--- config.mk ---
export PLATFORM = sky130hd
export DESIGN_NAME = nibble_mul_seq_flat
export DESIGN_NICKNAME = d
export VERILOG_FILES = /design/src/rtl/nibble_mul_seq_if.sv /design/src/rtl/nibble_mul_seq.sv /design/src/flat_wrapper.sv
export SDC_FILE = /design/constraint.sdc
export NUM_CORES = 1
export LEC_CHECK = 0
export ABC_AREA = 1
export CORE_ASPECT_RATIO = 0.6
export CORE_MARGIN = 1.5
export CORE_UTILIZATION = 35
export CTS_BUF_LIST = sky130_fd_sc_hd__clkbuf_4
export CTS_CLUSTER_DIAMETER = 150
export DETAILED_ROUTE_END_ITERATION = 16
export PLACE_DENSITY = 0.58
export SKIP_LAST_GASP = 1
export SYNTH_ARGS = -nofsm -noshare
export SYNTH_HDL_FRONTEND = slang
export SYNTH_SLANG_ARGS = --single-unit
--- constraint.sdc ---
create_clock -name clk -period 2.9 [get_ports clk]
set_input_delay 0.58 -clock clk [delete_from_list [all_inputs] [get_ports clk]]
set_output_delay 0.58 -clock clk [all_outputs]
set_load 0.02 [all_outputs]
--- src/rtl/nibble_mul_seq_if.sv ---
// Request/response and multiplier-side signals of the nibble multiply sequencer.
// slave is the sequencer's view; master is the requester plus attached multiplier.
interface nibble_mul_seq_if;
  logic        start;
  logic [7:0]  op_a;
  logic [7:0]  op_b;
  logic        busy;
  logic        done;
  logic [15:0] result;
  logic [3:0]  mul_a;
  logic [3:0]  mul_b;
  logic [7:0]  mul_p;

  modport slave (
    input  start, op_a, op_b, mul_p,
    output busy, done, result, mul_a, mul_b
  );

  modport master (
    output start, op_a, op_b, mul_p,
    input  busy, done, result, mul_a, mul_b
  );
endinterface

--- src/rtl/nibble_mul_seq.sv ---
// 8x8 unsigned multiply built from four nibble products on an external 4x4 multiplier.
// Latency 5+MUL_LAT cycles from accepted start to done; start is dropped while busy.
module nibble_mul_seq #(
  parameter int MUL_LAT = 1
) (
  input  logic            clk,
  input  logic            rst,
  nibble_mul_seq_if.slave io
);

  localparam logic [2:0] LAST_DRAIN = 3'(MUL_LAT - 1);

  typedef enum logic [1:0] {
    IDLE  = 2'd0,
    ISSUE = 2'd1,
    DRAIN = 2'd2,
    DONE  = 2'd3
  } state_e;

  state_e      state_q, state_d;
  logic [1:0]  idx_q, idx_d;
  logic [2:0]  drain_q, drain_d;
  logic [7:0]  a_q, a_d;
  logic [7:0]  b_q, b_d;
  logic [15:0] acc_q, acc_d;
  logic [15:0] result_q, result_d;

  // Tag pipe tracks which multiplier output cycles carry a product and its weight.
  // Shift code: 0 -> <<0, 1 -> <<4, 2 -> <<8.
  logic [MUL_LAT-1:0] tag_vld_q;
  logic [1:0]         tag_sh_q [MUL_LAT];

  logic        push;
  logic [1:0]  push_sh;
  logic        accept;
  logic [3:0]  nib_a;
  logic [3:0]  nib_b;
  logic [15:0] prod_ext;
  logic [15:0] prod_shifted;

  assign prod_ext = {8'b0, io.mul_p};

  always_comb begin
    prod_shifted = prod_ext;
    case (tag_sh_q[MUL_LAT-1])
      2'd1:    prod_shifted = prod_ext << 4;
      2'd2:    prod_shifted = prod_ext << 8;
      default: prod_shifted = prod_ext;
    endcase
  end

  always_comb begin
    state_d  = state_q;
    idx_d    = idx_q;
    drain_d  = drain_q;
    a_d      = a_q;
    b_d      = b_q;
    result_d = result_q;
    accept   = 1'b0;
    push     = 1'b0;
    push_sh  = 2'd0;
    nib_a    = 4'h0;
    nib_b    = 4'h0;

    acc_d = acc_q;
    if (tag_vld_q[MUL_LAT-1]) begin
      acc_d = acc_q + prod_shifted;
    end

    case (state_q)
      IDLE: begin
        accept = io.start;
      end
      ISSUE: begin
        push  = 1'b1;
        idx_d = idx_q + 2'd1;
        case (idx_q)
          2'd0: begin nib_a = a_q[3:0]; nib_b = b_q[3:0]; push_sh = 2'd0; end
          2'd1: begin nib_a = a_q[7:4]; nib_b = b_q[3:0]; push_sh = 2'd1; end
          2'd2: begin nib_a = a_q[3:0]; nib_b = b_q[7:4]; push_sh = 2'd1; end
          default: begin nib_a = a_q[7:4]; nib_b = b_q[7:4]; push_sh = 2'd2; end
        endcase
        if (idx_q == 2'd3) begin
          state_d = DRAIN;
          drain_d = 3'd0;
        end
      end
      DRAIN: begin
        drain_d = drain_q + 3'd1;
        // The last in-flight product lands on this edge, so publish the updated sum.
        if (drain_q == LAST_DRAIN) begin
          state_d  = DONE;
          result_d = acc_d;
        end
      end
      DONE: begin
        state_d = IDLE;
        accept  = io.start;
      end
      default: begin
        state_d = IDLE;
      end
    endcase

    if (accept) begin
      a_d     = io.op_a;
      b_d     = io.op_b;
      acc_d   = 16'h0000;
      idx_d   = 2'd0;
      state_d = ISSUE;
    end
  end

  always_ff @(posedge clk) begin
    if (rst) begin
      state_q  <= IDLE;
      idx_q    <= 2'd0;
      drain_q  <= 3'd0;
      a_q      <= 8'h00;
      b_q      <= 8'h00;
      acc_q    <= 16'h0000;
      result_q <= 16'h0000;
    end else begin
      state_q  <= state_d;
      idx_q    <= idx_d;
      drain_q  <= drain_d;
      a_q      <= a_d;
      b_q      <= b_d;
      acc_q    <= acc_d;
      result_q <= result_d;
    end
  end

  always_ff @(posedge clk) begin
    if (rst) begin
      tag_vld_q <= '0;
      for (int i = 0; i < MUL_LAT; i++) begin
        tag_sh_q[i] <= 2'd0;
      end
    end else begin
      tag_vld_q[0] <= push;
      tag_sh_q[0]  <= push_sh;
      for (int i = 1; i < MUL_LAT; i++) begin
        tag_vld_q[i] <= tag_vld_q[i-1];
        tag_sh_q[i]  <= tag_sh_q[i-1];
      end
    end
  end

  assign io.busy   = (state_q == ISSUE) || (state_q == DRAIN);
  assign io.done   = (state_q == DONE);
  assign io.result = result_q;
  assign io.mul_a  = nib_a;
  assign io.mul_b  = nib_b;

endmodule

--- src/flat_wrapper.sv ---
// flat-port wrapper written by rule: the top's interface ports become plain ports
module nibble_mul_seq_flat 
#(
  parameter int MUL_LAT = 1
)
  (clk, rst, io_start, io_op_a, io_op_b, io_mul_p, io_busy, io_done, io_result, io_mul_a, io_mul_b);
  nibble_mul_seq_if io_i ();
  input  logic clk;
  input  logic rst;
  input wire logic [$bits(io_i.start)-1:0] io_start;
  input wire logic [$bits(io_i.op_a)-1:0] io_op_a;
  input wire logic [$bits(io_i.op_b)-1:0] io_op_b;
  input wire logic [$bits(io_i.mul_p)-1:0] io_mul_p;
  output wire logic [$bits(io_i.busy)-1:0] io_busy;
  output wire logic [$bits(io_i.done)-1:0] io_done;
  output wire logic [$bits(io_i.result)-1:0] io_result;
  output wire logic [$bits(io_i.mul_a)-1:0] io_mul_a;
  output wire logic [$bits(io_i.mul_b)-1:0] io_mul_b;
  assign io_i.start = io_start;
  assign io_i.op_a = io_op_a;
  assign io_i.op_b = io_op_b;
  assign io_i.mul_p = io_mul_p;
  assign io_busy = io_i.busy;
  assign io_done = io_i.done;
  assign io_result = io_i.result;
  assign io_mul_a = io_i.mul_a;
  assign io_mul_b = io_i.mul_b;
  nibble_mul_seq #(.MUL_LAT(MUL_LAT)) u_core (.clk(clk), .rst(rst), .io(io_i));
endmodule
==> run metrics <==
GRT overflow 0; Die X 132 um; Placer Congestion 0.866; Worst Min Path Start u_core.drain_q[0]; nets 636; Slew Viols, Final 0; Layout area overhead 23.3%; startpoint types flip-flop; htree depth 3; syn_area_per_cell roughly 6.7 um^2; Sink Count 58; flop-to-flop setup slack 0.29 ns; Final Critical Period about 2.7 ns; fin util 44.1%; post-synthesis async set-or-reset flop share 0%; final hold violation count 0; #FFs+latches synth 58; Lkg Pwr 0.00221 uW; Max FO, Critical Path 5; Clk pwr share 23.3%; worst r2r dst u_core.io.result[12]; Max Freq between 300 and 400 MHz; most instantiated library cell after synthesis nand2_1; layout cell share with drive strength beyond 1 under 10%; largest area contributor in the netlist dfxtp_1; WP data required between 2 and 2.5 ns; CTS tree done; Hold WS 0.485 ns; min-delay worst type reg2reg; EDFF count, synth 0; Area after DPL 4160 um^2; final setup fails 0; Die ar. 10600 um^2; core box area 9770 um^2; share of the synthesized area in the top cell type 33.2%; drt wl/cell 11.9 um; clk_skew between 0.015 and 0.02 ns; Reg2Reg Depth 17; GRT Resource Usage Total 17.1%; Core Rows 28; internal power 1540 uW; Critical R2R Launch u_core.tag_sh_q[0][0]; Pwr per Cell Area 564 nW/um^2; number of I/O port buffers 52; Commonest cells post-synth nand2_1 (120), inv_1 (85), nor2_1 (78); Netlist cell types 31; CTS root buf clkbuf_4; Worst Slack Setup Final roughly 0.18 ns; maximum vdd drop 0.258 mV; clock latency on the worst-skew pair 0.41 ns; initial antenna violation count 0; crit path DAT 2.14 ns; crit end category output pin; CTS Hold Buffers Added 0; post-synthesis cell count between 500 and 600; vias in the first global route about 3100; Syn Nets 579; diode count 0; Switch Pwr 895 uW; Final Cell Area 4310 um^2; Final HPWL DP a little under 7000 um; max-cap check violation count 0; Max Buffers Root-to-Sink 2; CP startpoint u_core.idx_q[0]; dpl ws between 0.1 and 0.15 ns; Post-CTS Setup Bufs 0; worst rel slew slack 68.3%; first-pass GRT wire length between 10000 and 15000 um; status completed; Warnings, synthesis 0; combinational power share 36.1%; Initial Util a little over a third; top cells by area, synth dfxtp_1 (33%), nand2_1 (13%), ha_1 (10%); io pins 53; largest net degree at the start of global routing 30; DR iter-0 viols 273; Pre-antenna DRT Iters 5; clk slew on worst S/H paths 0.10 ns; TritonCTS Buffers 9; # DRC 0; synthesized cell area about 3500 um^2; DRT Wirelength 8550 um; Top FF cell, synth dfxtp_1; via count 3329; Die H 80.4 um; Setup crit end io_mul_a[3]; switching part of the total 36.8%; fin crit share 93.8%; Flop pwr share about 41%; DR vias/cell about 4.6; RSZ-0062 raised after global routing true; Final ANT Viol Nets 0; sequential element share of the synthesized area 33.2%; worst-margin pin slew 0.472 ns; crit path kind reg2out
==> how the worst min path moves through the flow <==
stage	to	slack, ns	cells after the start
floorplan	u_core.drain_q[0]	0.45	1
global placement	u_core.a_q[0]	0.46	2
detailed placement	u_core.a_q[0]	0.47	2
CTS	u_core.drain_q[0]	0.49	1
global route	u_core.b_q[4]	0.52	2
finish	u_core.drain_q[0]	0.48	1
==> power groups by stage <==
stage	clock network, uW	registers, uW	logic [uW]
floorplan	0	1040	538
global placement	0	1000	865
detailed placement	0	1000	874
CTS	589	987	882
global route	618	1000	993
finish	566	987	879
==> final cells by class <==
| cell class | count | area, um^2 |
|---|---|---|
| tap | 135 | 169 |
| fill | 1015 | 5460 |
| clock inverter | 6 | 57.6 |
| sequential | 58 | 1160 |
| inverter | 88 | 330 |
| timing repair buffer | 59 | 583 |
| clock buffer | 10 | 75.1 |
| multi-input combinational | 364 | 1940 |
==> cell usage in the layout, fill, tap and decap left out, types with 3 or more instances in the layout <==
master | synthesis | final
nand2_1 | 120 | 119
inv_1 | 85 | 85
nor2_1 | 78 | 76
dfxtp_1 | 58 | 58
clkdlybuf4s50_1 | 0 | 48
o21ai_0 | 33 | 32
a21oi_1 | 29 | 29
ha_1 | 28 | 27
nand3_1 | 26 | 26
o21a_1 | 10 | 10
clkbuf_4 | 1 | 10
o22ai_1 | 8 | 8
buf_4 | 2 | 7
nand2_2 | 5 | 6
nand3_2 | 5 | 5
o211ai_1 | 4 | 4
dlymetal6s2s_1 | 0 | 4
clkinv_1 | 2 | 3
mux2i_1 | 3 | 3
xnor2_1 | 3 | 3
nor3_1 | 3 | 3
clkinv_2 | 0 | 3
==> through the flow <==
| step | setup TNS, ns | total power (uW) | cells |
|---|---|---|---|
| 3_5_place_dp | 0 | 1880 | 704 |
| 4_1_cts | 0 | 2460 | 720 |
| 5_1_grt | -0.00314 | 2610 | 720 |
| 2_1_floorplan | 0 | 1580 | 523 |
| 6_report | 0 | 2430 | 720 |
| 3_3_place_gp | 0 | 1870 | 704 |
==> layer usage <==
layer / vias to the layer above / GRT usage, % / part of all wire [%]
met1: 1469 / 24.6 / 55
li1: 1766 / - / -
met3: 8 / 4.80 / 6.0
met5: - / 0 / 0
met4: 0 / 4.67 / 0.94
met2: 86 / 24.6 / 38
==> state kept, by name, indices dropped and copies added, names as in the netlist <==
signal and flops:
u_core.drain_q 3, u_core.b_q 8, u_core.a_q 8, u_core.io.result 16
u_core.idx_q 2, u_core.state_q 2, u_core.acc_q 16, u_core.tag_vld_q 1
u_core.tag_sh_q 2
==> cell families after synthesis <==
logic type,count (synthesis),synth area share (%)
AND/OR/NAND/NOR,240,28.4
multiplexers,3,0.859
flip-flops,58,33.2
XOR/XNOR,5,1.25
AO/OA/AOI/OAI,87,14.0
adder cells (fa/ha/maj),29,10.6
buffers and inverters,101,11.7
==> worst max-delay path, cell delays in order (launching register included) <==
cell and delay, ns:
dfxtp_1 0.40, inv_1 0.10, ha_1 0.24, nor2_2 0.17, o21ai_0 0.10, nor2_1 0.12, clkdlybuf4s50_1 0.61
==> timing repair <==
item | in CTS | in global routing
endpoints found under the setup margin | 2 | 11
endpoints found under the hold margin | 0 | 0
gates cloned | 0 | 0
gates resized for setup | 1 | 8
Note: power is estimated with default switching activity, not from simulation.
